## src/rtl/rvfpm_pkg.sv

```systemverilog
// Shared types and constants for the rvfpm floating-point model.
// Result bundle layout and flag/register widths used by the result path.
package rvfpm_pkg;

    localparam int FLEN         = 32;
    localparam int X_ID_WIDTH   = 4;
    localparam int NUM_FPU_REGS = 32;
    localparam int FFLAGS_W     = 5;
    localparam int RD_W         = $clog2(NUM_FPU_REGS);

    typedef logic [FFLAGS_W-1:0] rvfpm_fflags_t;

    typedef struct packed {
        logic [X_ID_WIDTH-1:0] id;
        logic [RD_W-1:0]       rd;
        logic                  we;
        logic [FLEN-1:0]       data;
        rvfpm_fflags_t         fflags;
    } rvfpm_result_t;

endpackage

```

## src/rtl/rvfpm_result_fifo.sv

```systemverilog
// In-order result FIFO with per-entry kill tagging and head drop.
// The id sits in the top ID_W bits of each stored word.
module rvfpm_result_fifo
    import rvfpm_pkg::*;
#(
    parameter int DEPTH = 4,
    parameter int ID_W  = 4,
    parameter int DW    = 46
) (
    input  logic            ck,
    input  logic            reset,
    input  logic            push_valid,
    input  logic            push_killed,
    input  logic [DW-1:0]   push_data,
    input  logic            pop,
    input  logic            kill_valid,
    input  logic [ID_W-1:0] kill_id,
    output logic            head_valid,
    output logic            head_killed,
    output logic [DW-1:0]   head_data
);

    localparam int PW = (DEPTH > 1) ? $clog2(DEPTH) : 1;
    localparam int CW = $clog2(DEPTH + 1);

    logic [PW-1:0]    wr_ptr_q, wr_ptr_d;
    logic [PW-1:0]    rd_ptr_q, rd_ptr_d;
    logic [CW-1:0]    count_q, count_d;
    logic [DEPTH-1:0] killed_q, killed_d;
    logic [DW-1:0]    mem_q [DEPTH];
    logic [DW-1:0]    mem_d [DEPTH];

    function automatic logic [PW-1:0] ptr_inc(input logic [PW-1:0] p);
        return (p == PW'(DEPTH - 1)) ? '0 : p + 1'b1;
    endfunction

    always_comb begin
        wr_ptr_d = wr_ptr_q;
        rd_ptr_d = rd_ptr_q;
        count_d  = count_q + CW'(push_valid) - CW'(pop);
        mem_d    = mem_q;
        killed_d = killed_q;
        for (int i = 0; i < DEPTH; i++) begin
            if (kill_valid && mem_q[i][DW-1 -: ID_W] == kill_id)
                killed_d[i] = 1'b1;
        end
        if (pop)
            rd_ptr_d = ptr_inc(rd_ptr_q);
        // The incoming entry already carries any same-edge kill.
        if (push_valid) begin
            mem_d[wr_ptr_q]    = push_data;
            killed_d[wr_ptr_q] = push_killed;
            wr_ptr_d           = ptr_inc(wr_ptr_q);
        end
    end

    always_ff @(posedge ck) begin
        if (reset) begin
            wr_ptr_q <= '0;
            rd_ptr_q <= '0;
            count_q  <= '0;
            killed_q <= '0;
        end else begin
            wr_ptr_q <= wr_ptr_d;
            rd_ptr_q <= rd_ptr_d;
            count_q  <= count_d;
            killed_q <= killed_d;
        end
        mem_q <= mem_d;
    end

    always_comb begin
        head_valid  = (count_q != '0);
        head_killed = head_valid && killed_q[rd_ptr_q];
        head_data   = head_valid ? mem_q[rd_ptr_q] : '0;
    end

endmodule

```

## src/rtl/rvfpm_result_pipe.sv

```systemverilog
// Fixed-latency in-order result pipe: delay line, kill tagging,
// credit-limited issue and a backpressured result port.
module rvfpm_result_pipe
    import rvfpm_pkg::rvfpm_fflags_t;
    import rvfpm_pkg::RD_W;
#(
    parameter int PIPELINE_STAGES = 4,
    parameter int RESULT_DEPTH    = 4,
    parameter int X_ID_WIDTH      = 4,
    parameter int FLEN            = 32
) (
    input  logic                               ck,
    input  logic                               reset,
    input  logic                               issue_valid,
    output logic                               issue_ready,
    input  logic [X_ID_WIDTH-1:0]              issue_id,
    input  logic [4:0]                         issue_rd,
    input  logic                               issue_we,
    input  logic [FLEN-1:0]                    issue_data,
    input  logic [4:0]                         issue_fflags,
    input  logic                               kill_valid,
    input  logic [X_ID_WIDTH-1:0]              kill_id,
    output logic                               result_valid,
    input  logic                               result_ready,
    output logic [X_ID_WIDTH-1:0]              result_id,
    output logic [4:0]                         result_rd,
    output logic                               result_we,
    output logic [FLEN-1:0]                    result_data,
    output logic [4:0]                         result_fflags,
    output logic                               busy,
    output logic [$clog2(RESULT_DEPTH+1)-1:0]  in_flight
);

    localparam int S  = PIPELINE_STAGES - 1;
    localparam int CW = $clog2(RESULT_DEPTH + 1);

    typedef struct packed {
        logic [X_ID_WIDTH-1:0] id;
        logic [RD_W-1:0]       rd;
        logic                  we;
        logic [FLEN-1:0]       data;
        rvfpm_fflags_t         fflags;
    } res_t;

    localparam int DW = $bits(res_t);

    logic [CW-1:0] in_flight_q, in_flight_d;
    logic          issue_fire;
    logic          issue_killed;
    res_t          issue_pay;
    logic          push_valid;
    logic          push_killed;
    res_t          push_pay;
    logic          head_valid;
    logic          head_killed;
    res_t          head_pay;
    logic          pop;

    always_comb begin
        issue_ready  = !reset && (in_flight_q < CW'(RESULT_DEPTH));
        issue_fire   = issue_valid && issue_ready;
        issue_killed = kill_valid && (issue_id == kill_id);
        issue_pay    = '{id: issue_id, rd: issue_rd, we: issue_we,
                         data: issue_data, fflags: issue_fflags};
    end

    generate
        if (S == 0) begin : g_direct
            always_comb begin
                push_valid  = issue_fire;
                push_killed = issue_killed;
                push_pay    = issue_pay;
            end
        end else begin : g_line
            logic [S-1:0] valid_q, valid_d;
            logic [S-1:0] killed_q, killed_d;
            res_t         pay_q [S];
            res_t         pay_d [S];

            always_comb begin
                valid_d[0]  = issue_fire;
                killed_d[0] = issue_killed;
                pay_d[0]    = issue_pay;
                for (int i = 1; i < S; i++) begin
                    valid_d[i]  = valid_q[i-1];
                    killed_d[i] = killed_q[i-1] ||
                                  (kill_valid && pay_q[i-1].id == kill_id);
                    pay_d[i]    = pay_q[i-1];
                end
            end

            always_ff @(posedge ck) begin
                if (reset) begin
                    valid_q  <= '0;
                    killed_q <= '0;
                end else begin
                    valid_q  <= valid_d;
                    killed_q <= killed_d;
                end
                pay_q <= pay_d;
            end

            always_comb begin
                push_valid  = valid_q[S-1];
                push_killed = killed_q[S-1] ||
                              (kill_valid && pay_q[S-1].id == kill_id);
                push_pay    = pay_q[S-1];
            end
        end
    endgenerate

    rvfpm_result_fifo #(
        .DEPTH (RESULT_DEPTH),
        .ID_W  (X_ID_WIDTH),
        .DW    (DW)
    ) u_fifo (
        .ck          (ck),
        .reset       (reset),
        .push_valid  (push_valid),
        .push_killed (push_killed),
        .push_data   (push_pay),
        .pop         (pop),
        .kill_valid  (kill_valid),
        .kill_id     (kill_id),
        .head_valid  (head_valid),
        .head_killed (head_killed),
        .head_data   (head_pay)
    );

    // A killed head leaves without waiting for the consumer.
    always_comb begin
        result_valid  = head_valid && !head_killed;
        pop           = head_valid && (head_killed || result_ready);
        result_id     = head_pay.id;
        result_rd     = head_pay.rd;
        result_we     = head_pay.we;
        result_data   = head_pay.data;
        result_fflags = head_pay.fflags;
        in_flight_d   = in_flight_q + CW'(issue_fire) - CW'(pop);
        in_flight     = in_flight_q;
        busy          = (in_flight_q != '0);
    end

    always_ff @(posedge ck) begin
        if (reset)
            in_flight_q <= '0;
        else
            in_flight_q <= in_flight_d;
    end

endmodule

```

## config.mk

```make
export PLATFORM = sky130hd
export DESIGN_NAME = rvfpm_result_pipe
export DESIGN_NICKNAME = d
export VERILOG_FILES = /design/src/rtl/rvfpm_pkg.sv /design/src/rtl/rvfpm_result_fifo.sv /design/src/rtl/rvfpm_result_pipe.sv
export SDC_FILE = /design/constraint.sdc
export NUM_CORES = 1
export LEC_CHECK = 0
export ABC_AREA = 1
export ABC_CLOCK_PERIOD_IN_PS = 7440
export BUFFER_PORTS_ARGS = -buffer_cell sky130_fd_sc_hd__buf_2
export CAP_MARGIN = 40
export CORE_UTILIZATION = 65
export CTS_BUF_LIST = sky130_fd_sc_hd__clkbuf_8
export DETAILED_ROUTE_END_ITERATION = 10
export GPL_ROUTABILITY_DRIVEN = 0
export PLACE_DENSITY = 0.83
export SLEW_MARGIN = 25
export SYNTH_ARGS = -nofsm -noshare
export SYNTH_HDL_FRONTEND = slang
export SYNTH_SLANG_ARGS = --single-unit
```

## constraint.sdc

```tcl
create_clock -name ck -period 7.44 [get_ports ck]
set_clock_uncertainty 0.1 [all_clocks]
set_input_delay 1.116 -clock ck [delete_from_list [all_inputs] [get_ports ck]]
set_output_delay 1.116 -clock ck [all_outputs]
set_load 0.02 [all_outputs]
```

# == Word level (Yosys, flattened, before mapping) ==
# Index checks and enable logic that the tools add are counted.
# totals
wordCells,93
ff_bits,349
# op_classes
n_bitwise,2
addsub,6
muxes,19
order_cmp,7
n_reduce_logical,23
n_eq_ne,10
# op_table
cell,count
188-bit bitwise mux,1
47-bit 2-to-1 mux,4
47-bit binary-select mux with 2-bit select,1
47-bit demux with 2-bit select,1
4-bit == test,8
1-bit logical AND,15
3-bit by 1-bit adder with 3-bit output,2
"3-bit >= comparator, second input constant",2
"2-bit by 3-bit < comparator with 1-bit output, second input constant",2
1-bit 2-to-1 mux,6
2-bit NOT with 3-bit output,2
3-bit nonzero test,2
3-bit by 1-bit subtractor with 3-bit output,2
"2-bit by 1-bit adder with 2-bit output, second input constant",2
4-bit bitwise mux,1
"2-bit == test, second input constant",2
1-bit logical OR,4
2-bit 2-to-1 mux,2
4-bit 2-to-1 mux,1
"3-bit by 1-bit < comparator with 1-bit output, second input constant",1
"3-bit < comparator, second input constant",1
1-bit binary-select mux with 2-bit select,1
1-bit demux with 2-bit select,1
"2-bit by 1-bit >= comparator with 1-bit output, second input constant",1
1-bit zero test,2

# == Longest topological paths before layout ==
# depth
word_depth,6
mapped_depth,17

# == Modules after synthesis ==
# From an unflattened synthesis, not the netlist that was laid out.
# unflattened
cells_unflattened,926
hier_area_um2,11563.6
# by_module_without_submodules
mod,n_inst,seq_area_each_um2,cells_each,area_per_inst_um2
rvfpm_result_fifo,1,5865.6,691,8149.1
rvfpm_result_pipe,1,3002.9,235,3414.5

# == Least setup slack after synthesis ==
# Ideal clock, no wire load.
# synth_path
path_kind,input port to flip-flop
startpoint,input port reset
endpoint,register in_flight_q[2] (netlist: in_flight[2])
slack_ns,4.438
n_path_buf,0
path_stages,10
t_arrival_ns,2.768
setup_ns,0.134
path_cell_list,nor2_1 -> nand2_1 -> ha_1 -> inv_1 -> ha_1 -> inv_1 -> fa_1 -> xor2_1 -> o21ai_0 -> a21oi_1
# synth_via
elab_chain_cells,5
# synth_lines
element,line,text
from (decl),rvfpm_result_pipe.sv:13,"input logic reset,"
1-bit zero test,rvfpm_result_pipe.sv:60,issue_ready = !reset && (in_flight_q < CW'(RESULT_DEPTH));
1-bit logical AND,rvfpm_result_pipe.sv:60,
1-bit logical AND,rvfpm_result_pipe.sv:61,issue_fire = issue_valid && issue_ready;
3-bit by 1-bit adder with 3-bit output,rvfpm_result_pipe.sv:139,in_flight_d = in_flight_q + CW'(issue_fire) - CW'(pop);
3-bit by 1-bit subtractor with 3-bit output,rvfpm_result_pipe.sv:139,
to (signal assigned),rvfpm_result_pipe.sv:148,in_flight_q <= in_flight_d;
to (decl),rvfpm_result_pipe.sv:47,"logic [CW-1:0] in_flight_q, in_flight_d;"
# Several ways; a longest one is shown, not always the timed one.
# A chain may end at the register's enable or synchronous reset.

# == Worst setup path in the final report ==
# layout_path
startpoint,register u_fifo.rd_ptr_q[1]
endpoint,output port result_fflags[0]
# layout_via
elab_chain_cells,5
# layout_lines
element,line,text
from (decl),rvfpm_result_fifo.sv:27,"logic [PW-1:0] rd_ptr_q, rd_ptr_d;"
from (signal assigned),rvfpm_result_fifo.sv:65,rd_ptr_q <= rd_ptr_d;
2-bit NOT with 3-bit output (implied by the code),rvfpm_result_fifo.sv:75,head_data = head_valid ? mem_q[rd_ptr_q] : '0;
47-bit binary-select mux with 2-bit select,rvfpm_result_fifo.sv:75,
47-bit 2-to-1 mux (implied by the code) (2 in series),rvfpm_result_fifo.sv:75,
47-bit 2-to-1 mux,rvfpm_result_fifo.sv:75,
to (decl),rvfpm_result_pipe.sv:29,"output logic [4:0] result_fflags,"
# Every way passes these cells. The select of a mux whose other input is x is not followed.

==> flow_summary.json <==
{
  "r2r_end": "u_fifo.count_q[2]",
  "drc": 0,
  "ant_nets": 0,
  "syn_inst": 922,
  "netlist_area_mm2": 0.0115,
  "r2r_start": "u_fifo.rd_ptr_q[0]",
  "die_w_um": 135,
  "worstMarginPinSlew_ps": 678,
  "hp-class": "register to register",
  "grt_usage_pct": 24.1,
  "hold_violations": 0,
  "end_kind": "output port",
  "placeableCoreArea_mm2": 0.0173,
  "vias_per_cell": 5.37,
  "layout-drive-gt1-share_pct": 18.1,
  "min_from": "g_line.pay_d[17]",
  "finalWorstSetupSlack_ps": 3230,
  "clkTransAtPathRegs_ps": 60,
  "drt_iter0_drc": 656,
  "synth_area_per_cell_um2": 12.5,
  "finalMaxSlewViolations": 0,
  "r2r_setup_slack_ps": 4180,
  "numCtsBuffers": 50,
  "status": "complete, no violations",
  "rsz0062_at_grt": "no",
  "rows": 48,
  "clk_latency_ps": 560,
  "clkSinkCount": 349,
  "leakagePower_nw": 5.36,
  "setup_viol": 0,
  "period_needed_ps": 4210,
  "min_delay_path_depth": 0,
  "nNetsFinal": 1115,
  "fin_tns_setup_ps": 0,
  "vias": 7054,
  "hold_path_end": "g_line.pay_q[17]",
  "grt_max_degree": 98,
  "power_density_mw_per_mm2": 354,
  "multi_input_area_mm2": 0.00226,
  "regArea_mm2": 0.00887,
  "arrival_ps": 2990,
  "overflow": 0,
  "post_drt_wl_per_cell_um": 16.6,
  "cts_tree": "done",
  "period_share_pct": 56.6,
  "fmax_mhz": 238,
  "firstDrtPassIters": 5,
  "wl_um": 21900,
  "total_power_w": 0.00468,
  "rr_worst_depth": 14,
  "critPathKind": "register to output port",
  "io_buffer_count": 108,
  "fill_cells": 1037,
  "critPathLaunchType": "register",
  "maxCapViolations": 0,
  "cts_resized": 0,
  "cts_buffer_depth": 3,
  "htreeDepth": 2,
  "critPathMaxFanout": 52,
  "cts_root_buf": "clkbuf_8",
  "antenna_cells": 0,
  "hold_buffers": 0,
  "seq_area_frac_synth_pct": 76.8,
  "synth-seq-cells": 349,
  "cts_setup_buffers": 0,
  "synth_fp_nets": 989,
  "grt_pass1_vias": 6773,
  "area_growth_pct": 14.5,
  "start_util_pct": 66.8,
  "antenna_found_initial": 0,
  "boundaryPins": 109,
  "place_ws_ps": 3990,
  "max-vdd-ir-drop_v": 0.000260,
  "grt_pass1_wl_um": 33300,
  "required_ps": 6220,
  "relSlewSlack_pct": 54.8,
  "die_h_um": 135,
  "die-area_mm2": 0.0183,
  "crit_start": "u_fifo.rd_ptr_q[1]",
  "synth-warning-count": 0,
  "synth.distinct_cells": 28,
  "dp_hpwl_um": 12200
}
## flip-flops by register name, summed over array words and instances, names as in the netlist
signal and flops:
u_fifo.mem_q 188, u_fifo.count_q 3, u_fifo.wr_ptr_q 2, u_fifo.killed_q 4
g_line.valid_q 3, g_line.pay_q 47, in_flight 3, g_line.killed_q 3
u_fifo.rd_ptr_q 2, g_line.pay_d 94
## final cells by class
class                      instances  area share, %
clock buffer                      58           6.04
clock inverter                    35           1.33
inverter                          45           1.32
multi-input combinational        486           17.1
sequential                       349           67.1
tap                              225           2.13
timing repair buffer             116           5.00
## layer usage
| metal | vias to the layer above | track usage [%] | part of all wire [%] |
|---|---|---|---|
| met3 | 49 | 4.56 | 6.2 |
| met5 | - | 0 | 0 |
| li1 | 3366 | - | - |
| met2 | 267 | 41.5 | 51 |
| met4 | 0 | 11.2 | 2.5 |
| met1 | 3372 | 29.5 | 40 |
## stage by stage
| step | cells | area [um2] | hold slack [ps] | util (%) |
|---|---|---|---|---|
| after floorplan | 922 | 11500 | 210 | - |
| after global routing | 1314 | 13200 | 225 | 76.5 |
| after CTS | 1314 | 13200 | 224 | 76.5 |
| after global placement | 1218 | 12200 | 210 | 70.3 |
| after detailed placement | 1221 | 12200 | 212 | 70.8 |
| final | 1314 | 13200 | 223 | 76.5 |
## worst max path at each step
stage | end | slack (ps)
floorplan | in_flight[2] | 4440
global placement | u_fifo.count_q[2] | 3950
detailed placement | result_data[25] | 3990
CTS | result_fflags[0] | 3240
global route | result_fflags[0] | 3100
finish | result_fflags[0] | 3230
## report_power, final
part           switching [W]  internal (W)
combinational       0.000753      0.000341
sequential         0.0000655       0.00210
clock               0.000674      0.000748
## placed cells by master, fill, tap and decap left out, types with 5 or more instances in the layout
cell type / count
buf_2: 108
o21ai_0: 74
a21oi_1: 63
xnor2_1: 9
xor2_1: 5
nand2_1: 69
clkbuf_8: 58
buf_4: 5
nand3_1: 7
o21ai_1: 23
dfxtp_1: 159
nor2_1: 211
inv_2: 8
inv_1: 65
edfxtp_1: 188
ha_1: 9
## cells in the mapped netlist
library cell  count  area [um2]
buf_6             5        56.3
ha_1              9         113
a21oi_1          63         315
o22ai_1           1        6.26
xnor2_1           9        78.8
inv_2             3        11.3
xor2_1            5        43.8
o21ai_1          23         115
buf_4             7        52.6
or3_1             1        6.26
inv_1            41         154
nand2_2           3        18.8
fa_1              2        40.0
nor3_1            1        5.00
nand2_1          69         259
or2_2             1        6.26
clkbuf_1         12        45.0
buf_2            16        80.1
clkbuf_2          2        10.0
nand3_1           7        35.0
o21ai_0          74         370
edfxtp_1        188        5650
nor2_1          211         792
inv_6             1        8.76
o211ai_1          3        22.5
nand4_1           2        12.5
nand3_2           2        20.0
dfxtp_1         161        3220
## cells by family after synthesis
family | share of synthesized area, %
AOI/OAI and AO/OA | 7.18
xor gates and xnor gates | 1.06
adders and majority gates | 1.32
buffers and inverters | 3.62
DFF | 76.8
and+or+nand+nor | 10.0
## worst max-delay path, cell delays in order (launching register included)
cell	delay, ps
dfxtp_2	310
buf_4	520
inv_2	480
buf_16	290
nor2_1	130
o21ai_0	140
a21oi_1	310
buf_2	230
Note: power is estimated with default switching activity, not from simulation.
